## src/rtl/seq_multiplier.sv

```systemverilog
// seq_multiplier: unsigned N x N shift-add multiplier, one partial-product step per clock.
//
// Ports:
//   clk        - system clock, all state on rising edge
//   reset      - asynchronous, active-low reset
//   x, y       - multiplicand / multiplier, sampled only when a start is accepted
//   start      - level request, accepted in IDLE or DONE
//   z_parallel - registered 2N-bit product, updated only when a product completes
//   sz         - registered product-valid level, high in DONE
//   busy       - registered, high while in CALC
//
// Optional feature: define MULT_ZERO_SKIP_EN to finish a zero-operand product in one
// cycle (busy never rises). Without it every product takes the full N cycles.
module seq_multiplier #(
  parameter int unsigned N = 12
) (
  input  logic           clk,
  input  logic           reset,
  input  logic [N-1:0]   x,
  input  logic [N-1:0]   y,
  input  logic           start,
  output logic [2*N-1:0] z_parallel,
  output logic           sz,
  output logic           busy
);

  localparam int unsigned CntW = $clog2(N + 1);

  typedef enum logic [1:0] {StIdle, StCalc, StDone} state_e;

  state_e          state_q, state_d;
  logic [CntW-1:0] count_q, count_d;
  logic [N-1:0]    mcand_q, mcand_d;
  // {carry, upper partial product, remaining multiplier bits}
  logic [2*N:0]    acc_q, acc_d;
  logic [2*N-1:0]  z_q, z_d;
  logic            sz_q, sz_d;
  logic            busy_q, busy_d;
`ifdef MULT_ZERO_SKIP_EN
  logic            zero_q, zero_d;
`endif

  logic [N:0]      sum;
  logic [2*N:0]    acc_add;
  logic [2*N:0]    acc_step;

  // One shift-add step; the add carry lands in sum[N] and is kept by the shift.
  always_comb begin
    sum      = {1'b0, acc_q[2*N-1:N]};
    if (acc_q[0]) begin
      sum = {1'b0, acc_q[2*N-1:N]} + {1'b0, mcand_q};
    end
    acc_add  = {sum, acc_q[N-1:0]};
    acc_step = acc_add >> 1;
  end

  always_comb begin
    state_d = state_q;
    count_d = count_q;
    mcand_d = mcand_q;
    acc_d   = acc_q;
    z_d     = z_q;
    sz_d    = sz_q;
    busy_d  = busy_q;
`ifdef MULT_ZERO_SKIP_EN
    zero_d  = zero_q;
`endif
    unique case (state_q)
      StIdle, StDone: begin
        if (start) begin
          mcand_d = x;
          acc_d   = {{(N + 1){1'b0}}, y};
          count_d = '0;
          sz_d    = 1'b0;
          busy_d  = 1'b1;
          state_d = StCalc;
`ifdef MULT_ZERO_SKIP_EN
          zero_d  = (x == '0) || (y == '0);
          busy_d  = !((x == '0) || (y == '0));
`endif
        end
      end
      StCalc: begin
`ifdef MULT_ZERO_SKIP_EN
        if (zero_q) begin
          z_d     = '0;
          sz_d    = 1'b1;
          busy_d  = 1'b0;
          state_d = StDone;
        end else
`endif
        begin
          acc_d   = acc_step;
          count_d = count_q + 1'b1;
          // Last step: publish the product on the same edge it is formed.
          if (count_q == CntW'(N - 1)) begin
            z_d     = acc_step[2*N-1:0];
            sz_d    = 1'b1;
            busy_d  = 1'b0;
            state_d = StDone;
          end
        end
      end
      default: state_d = StIdle;
    endcase
  end

  always_ff @(posedge clk or negedge reset) begin
    if (!reset) begin
      state_q <= StIdle;
      count_q <= '0;
      mcand_q <= '0;
      acc_q   <= '0;
      z_q     <= '0;
      sz_q    <= 1'b0;
      busy_q  <= 1'b0;
`ifdef MULT_ZERO_SKIP_EN
      zero_q  <= 1'b0;
`endif
    end else begin
      state_q <= state_d;
      count_q <= count_d;
      mcand_q <= mcand_d;
      acc_q   <= acc_d;
      z_q     <= z_d;
      sz_q    <= sz_d;
      busy_q  <= busy_d;
`ifdef MULT_ZERO_SKIP_EN
      zero_q  <= zero_d;
`endif
    end
  end

  assign z_parallel = z_q;
  assign sz         = sz_q;
  assign busy       = busy_q;

endmodule

```

## config.mk

```make
export PLATFORM = sky130hd
export DESIGN_NAME = seq_multiplier
export DESIGN_NICKNAME = d
export VERILOG_FILES = /design/src/rtl/seq_multiplier.sv
export SDC_FILE = /design/constraint.sdc
export NUM_CORES = 1
export LEC_CHECK = 0
export ABC_AREA = 1
export CORE_MARGIN = 10
export CORE_UTILIZATION = 54
export DETAILED_ROUTE_END_ITERATION = 6
export PLACE_DENSITY = 0.8
export REMOVE_ABC_BUFFERS = 1
export SLEW_MARGIN = 15
export SYNTH_ARGS = -nofsm -noshare
export SYNTH_HDL_FRONTEND = slang
export SYNTH_SLANG_ARGS = --single-unit
```

## constraint.sdc

```tcl
create_clock -name clk -period 2.06 [get_ports clk]
set_input_delay 0.309 -clock clk [delete_from_list [all_inputs] [get_ports clk]]
set_output_delay 0.309 -clock clk [all_outputs]
set_load 0.02 [all_outputs]
```

### Word level (Yosys, flattened, before mapping)

Index checks and enable logic that the tools add are counted.

| storage, ports and cells | value |
|---|---|
| bits in writable memories | 0 |
| bits in read-only memories | 0 |
| bits of input ports | 27 |
| memories | 0 |
| latch bits | 0 |
| register bits | 68 |
| output and inout bits | 26 |
| word-level logic and storage cells | 36 |

| cells by class | value |
|---|---|
| bitwise operators | 0 |
| reduce and logical (&&, ||, !) cells | 8 |
| shifts and indexed selects | 0 |
| divide/modulo/power cells | 0 |
| $lt $le $gt $ge | 0 |
| multiplexer cells | 14 |
| $mul | 0 |
| $add $sub $neg | 2 |
| equality and inequality tests | 5 |

Operator list:

| cell | number |
|---|---|
| one-hot mux 24 bit (2 select lines) | 1 |
| two-way mux 24 bit | 1 |
| adder 12 x 12 -> 13 bit | 1 |
| two-way mux 13 bit | 1 |
| one-hot mux 4 bit (2 select lines) | 1 |
| AND reduction 2 bit | 4 |
| adder 4 x 1 -> 4 bit (second input constant) | 1 |
| equality test 4 bit (second input constant) | 1 |
| two-way mux 1 bit | 4 |
| two-way mux 2 bit | 2 |
| two-way mux 4 bit | 1 |
| inequality test 2 bit (second input constant) | 2 |
| one-hot mux 1 bit (2 select lines) | 2 |
| one-hot mux 2 bit (2 select lines) | 1 |
| AND reduction 3 bit | 1 |
| equality test 2 x 1 -> 1 bit (second input constant) | 1 |
| equality test 2 bit (second input constant) | 1 |
| logical NOT 2 bit | 1 |
| nonzero test 2 bit | 1 |
| OR reduction 2 bit | 1 |

### Longest topological paths before layout

| logic depth | value |
|---|---|
| depth after elaboration | 4 |
| gate-level depth with buffers | 12 |
| gate-level depth less buffers | 12 |

### Worst setup path after synthesis

Ideal clock, no wire load.

| timing path | value |
|---|---|
| kind | register -> register |
| start point | reg mcand_q[0] |
| end point | reg acc_q[23] |
| clock period less this slack | 1640 ps |
| arrival | 1563 ps |
| setup slack | 420 ps |
| cell stages (with the launch flop) | 13 |
| library setup time | 76 ps |
| cells stage by stage | dfrtp_1 > ha_1 > inv_1 > fa_1 > inv_1 > nand3_1 > nand3_2 > nand2_1 > nand2_1 > nand2_1 > nand3_1 > nand2_1 > o21ai_1 |

| on the way | value |
|---|---|
| word-level cells in the longest chain between the ends | 3 |

Ends and longest elaborated chain:

| what | line | RTL |
|---|---|---|
| from (decl) | 33 | `logic [N-1:0] mcand_q, mcand_d;` |
| from (signal assigned) | 123 | `mcand_q <= mcand_d;` |
| adder 12 x 12 -> 13 bit | 51 | `sum = {1'b0, acc_q[2*N-1:N]} + {1'b0, mcand_q};` |
| two-way mux 13 bit | 50 | `if (acc_q[0]) begin` |
| one-hot mux 24 bit (2 select lines) | 68 | `unique case (state_q)` |
| to (signal assigned) | 113 | `acc_q <= '0;` |
| to (signal assigned) | 124 | `acc_q <= acc_d;` |
| to (decl) | 35 | `logic [2*N:0] acc_q, acc_d;` |

No other way between the ends.
A chain may end at the register's enable or synchronous reset.

### Worst setup path after layout

| timing path | value |
|---|---|
| start point | reg acc_q[12] |
| end point | reg acc_q[17] |

| on the way | value |
|---|---|
| word-level cells in the longest chain between the ends | 3 |

Ends and longest elaborated chain:

| what | line |
|---|---|
| adder 12 x 12 -> 13 bit | 51 |
| two-way mux 13 bit | 50 |
| one-hot mux 24 bit (2 select lines) | 68 |

No other way between the ends.

==> results.py <==
metrics = {
    "clock_tree": {
        "clock-sinks": 68,
        "path_clk_slew_ps": 70,
        "cts_buffer_depth": 2,
        "cts_setup_buffers": 0,
        "cts_root_buf": "clkbuf_8",
        "tritoncts": "done",
        "cts_made_buffers": 9,
        "clock_latency_ps": 340,
        "htree_levels": 3,
    },
    "synth": {
        "synth_cell_types": 33,
        "synth_top_area_cell": "dfrtp_1",
        "synth_common_cells": "150 x nand2_1, 68 x dfrtp_1, 40 x inv_1, 33 x nand3_1, 22 x o21ai_1",
        "avgSynthCellArea_um2": 8.37,
        "yosysMostFrequentCell": "nand2_1",
        "synth-async-reset-ratio_pct": 100,
        "yosysSeqAreaShare_pct": 49.0,
        "ys_ff_latch": 68,
        "ys.flop_type": "dfrtp_1",
        "synth_area_leaders": "dfrtp_1 49%, nand2_1 16%, nand3_1 4.8%",
        "syn-cell-area_mm2": 0.00347,
        "synth_top_area_share_pct": 49.0,
        "yosysWarnings": 0,
        "synth_edf_count": 0,
        "synthCells": 415,
    },
    "floorplan": {
        "std_cell_rows": 29,
        "die_h_um": 100,
        "ios": 53,
        "core_area_mm2": 0.00631,
        "start_util_pct": 55.0,
        "die_area_mm2": 0.0100,
        "chipWidth_um": 100,
    },
    "setup_path": {
        "max_stage_delay_ps": 390,
        "worstPathCellList": "ha_2 -> inv_1 -> fa_1 -> inv_1 -> nand3_1 -> nand3_2 -> nand2_1 -> a21o_1 -> nand3_1 -> nand3_1 -> nand2_1",
        "worstPathMaxFanout": 3,
        "end_kind": "register",
        "start_kind": "register",
        "critPathKind": "reg -> reg",
        "cp_top_family": "adder cells",
        "arrival_ps": 2150,
        "cp_slowest_cell": "fa_1",
        "cp_data_required_time_ps": 2340,
        "crit_path_frequent_cell": "nand3_1",
        "cp.buffers_inverters": 2,
    },
    "power": {
        "power-per-cell-area_mw_per_mm2": 1800,
        "fin_total_pwr_mw": 7.72,
        "leakagePower_nw": 2.16,
        "vdd_drop_max_mv": 0.965,
    },
    "sta": {
        "clock.fmax_mhz": 535,
        "fin_ws_ps": 192,
        "rsz0062_at_grt": "no",
        "slew_headroom_pct": 76.6,
        "finalSetupTns_ps": 0,
        "worst-slew-pin-transition_ps": 350,
        "fin_worst_skew_ps": 12.1,
        "fin_crit_ps": 1870,
        "hold_violations": 0,
        "post-route-period-util_pct": 90.7,
        "maxSlewViolCount": 0,
        "setup_viol": 0,
    },
    "routing": {
        "drt-pass1-iter-count": 4,
        "remaining_drc_errors": 0,
        "ant_nets": 0,
        "routed_wl_mm": 8.34,
        "vias": 2927,
        "viasPerCell": 5.29,
        "routedWlPerCell_um": 15.1,
        "first_iter_violations": 228,
    },
    "place": {
        "placed_area_mm2": 0.00405,
        "port_buffers": 52,
        "hpwl_mm": 5.84,
        "gp_congestion": 0.958,
        "pre_cts_ws_ps": 209,
    },
    "run": {
        "maxCapViolCount": 0,
    },
    "global_route": {
        "grt_pass1_vias": 2915,
        "grt_max_degree": 69,
        "grt_pass1_wl_mm": 14.1,
        "antenna_found_initial": 0,
        "gr-total-overflow": 0,
        "use_met1_pct": 23.8,
        "grt_busiest_layer": "met2",
        "met2_usage_pct": 25.7,
        "grtUsageMet3_pct": 3.78,
        "grt_usage_pct": 17.2,
    },
    "layout": {
        "nets": 513,
        "design_area_mm2": 0.00429,
        "antenna_cells": 0,
        "syn2layout_area_growth_pct": 23.6,
        "utilization_pct": 68.0,
        "drive_above_1_share_pct": 9.45,
    },
    "worst_hold_path": {
        "worstHoldPathType": "reg -> reg",
    },
    "outcome": {
        "status": "completed",
    },
}
## registers in the layout, summed over array words and instances, names as in the netlist
register    count
state_q         2
count_q         4
acc_q          24
mcand_q        12
z_parallel     24
sz              1
busy            1
## where the power goes
| part | total (mW) | switching (mW) | internal [mW] |
|---|---|---|---|
| Clock | 1.27 | 0.495 | 0.776 |
| Combinational | 4.10 | 2.46 | 1.63 |
| Sequential | 2.35 | 0.390 | 1.96 |
| Total | 7.72 | 3.35 | 4.37 |
## through the flow
| stage | instances | hold slack, ps |
|---|---|---|
| after global routing | 553 | 500 |
| after floorplan | 402 | 13.4 |
| after global placement | 537 | 355 |
| after detailed placement | 537 | 358 |
| final | 553 | 480 |
| after CTS | 553 | 485 |
## worst paths after layout
path | from | endpoint | slack [ps] | depth (start not counted)
worst max-delay path | acc_q[12]$_DFFE_PN0P_ | acc_q[17]$_DFFE_PN0P_ | 190 | 11
worst min-delay path | z_parallel[21]$_DFFE_PN0P_ | z_parallel[21]$_DFFE_PN0P_ | 480 | 2
worst max register to register | acc_q[12]$_DFFE_PN0P_ | acc_q[17]$_DFFE_PN0P_ | 190 | 11
worst min register to register | z_parallel[21]$_DFFE_PN0P_ | z_parallel[21]$_DFFE_PN0P_ | 480 | 2
max in group asynchronous | reset | mcand_q[7]$_DFFE_PN0P_ | 1270 | 3
min in group asynchronous | reset | z_parallel[5]$_DFFE_PN0P_ | 520 | 3
## cell families after synthesis
kind of cell | after synthesis | synth area share, %
adders and majority gates | 14 | 5.26
AOI/OAI and AO/OA | 53 | 9.33
buffers and inverters | 59 | 8.21
and+or+nand+nor | 216 | 27.0
DFF | 68 | 49.0
xor gates and xnor gates | 5 | 1.26
## area by class of cell
cell class	count	area (µm²)
clock buffers	12	165
clock inverters	3	68.8
fillers	521	2020
inverters	46	175
multi-input cells	288	1490
flip-flops and latches	68	1700
well taps	77	96.3
repair buffers	59	596
## layout by cell type (no fill, tap or decap), types with 5 or more instances in the layout
master / n
nor2_1: 13
clkbuf_8: 12
a21oi_1: 8
dfrtp_1: 68
o221ai_1: 11
clkdlybuf4s50_1: 51
inv_2: 5
or2_2: 7
ha_1: 12
nand3_1: 33
nand2_1: 150
inv_1: 40
o21ai_1: 22
xnor2_1: 5
## timing repair
| item | in CTS | in global routing |
|---|---|---|
| resized for setup | 0 | 1 |
| hold buffers | 1 | 0 |
| hold endpoints to repair | 60 | 0 |
| endpoints found under the setup margin | 0 | 1 |
## tightest hold or removal path, stage by stage (launching register included)
cell     delay [ps]
dfrtp_1         340
nand2_1          50
nand2_1          50
## per-layer routing
metal | share of wire (%) | wire length (µm) | vias to the layer above
met4 | 1.7 | 145 | 0
met5 | 0 | 0 | -
met2 | 45 | 3780 | 77
met1 | 47 | 3890 | 1383
met3 | 6.3 | 526 | 13
li1 | - | - | 1454
No activity file was read; power rests on OpenSTA's default activity.
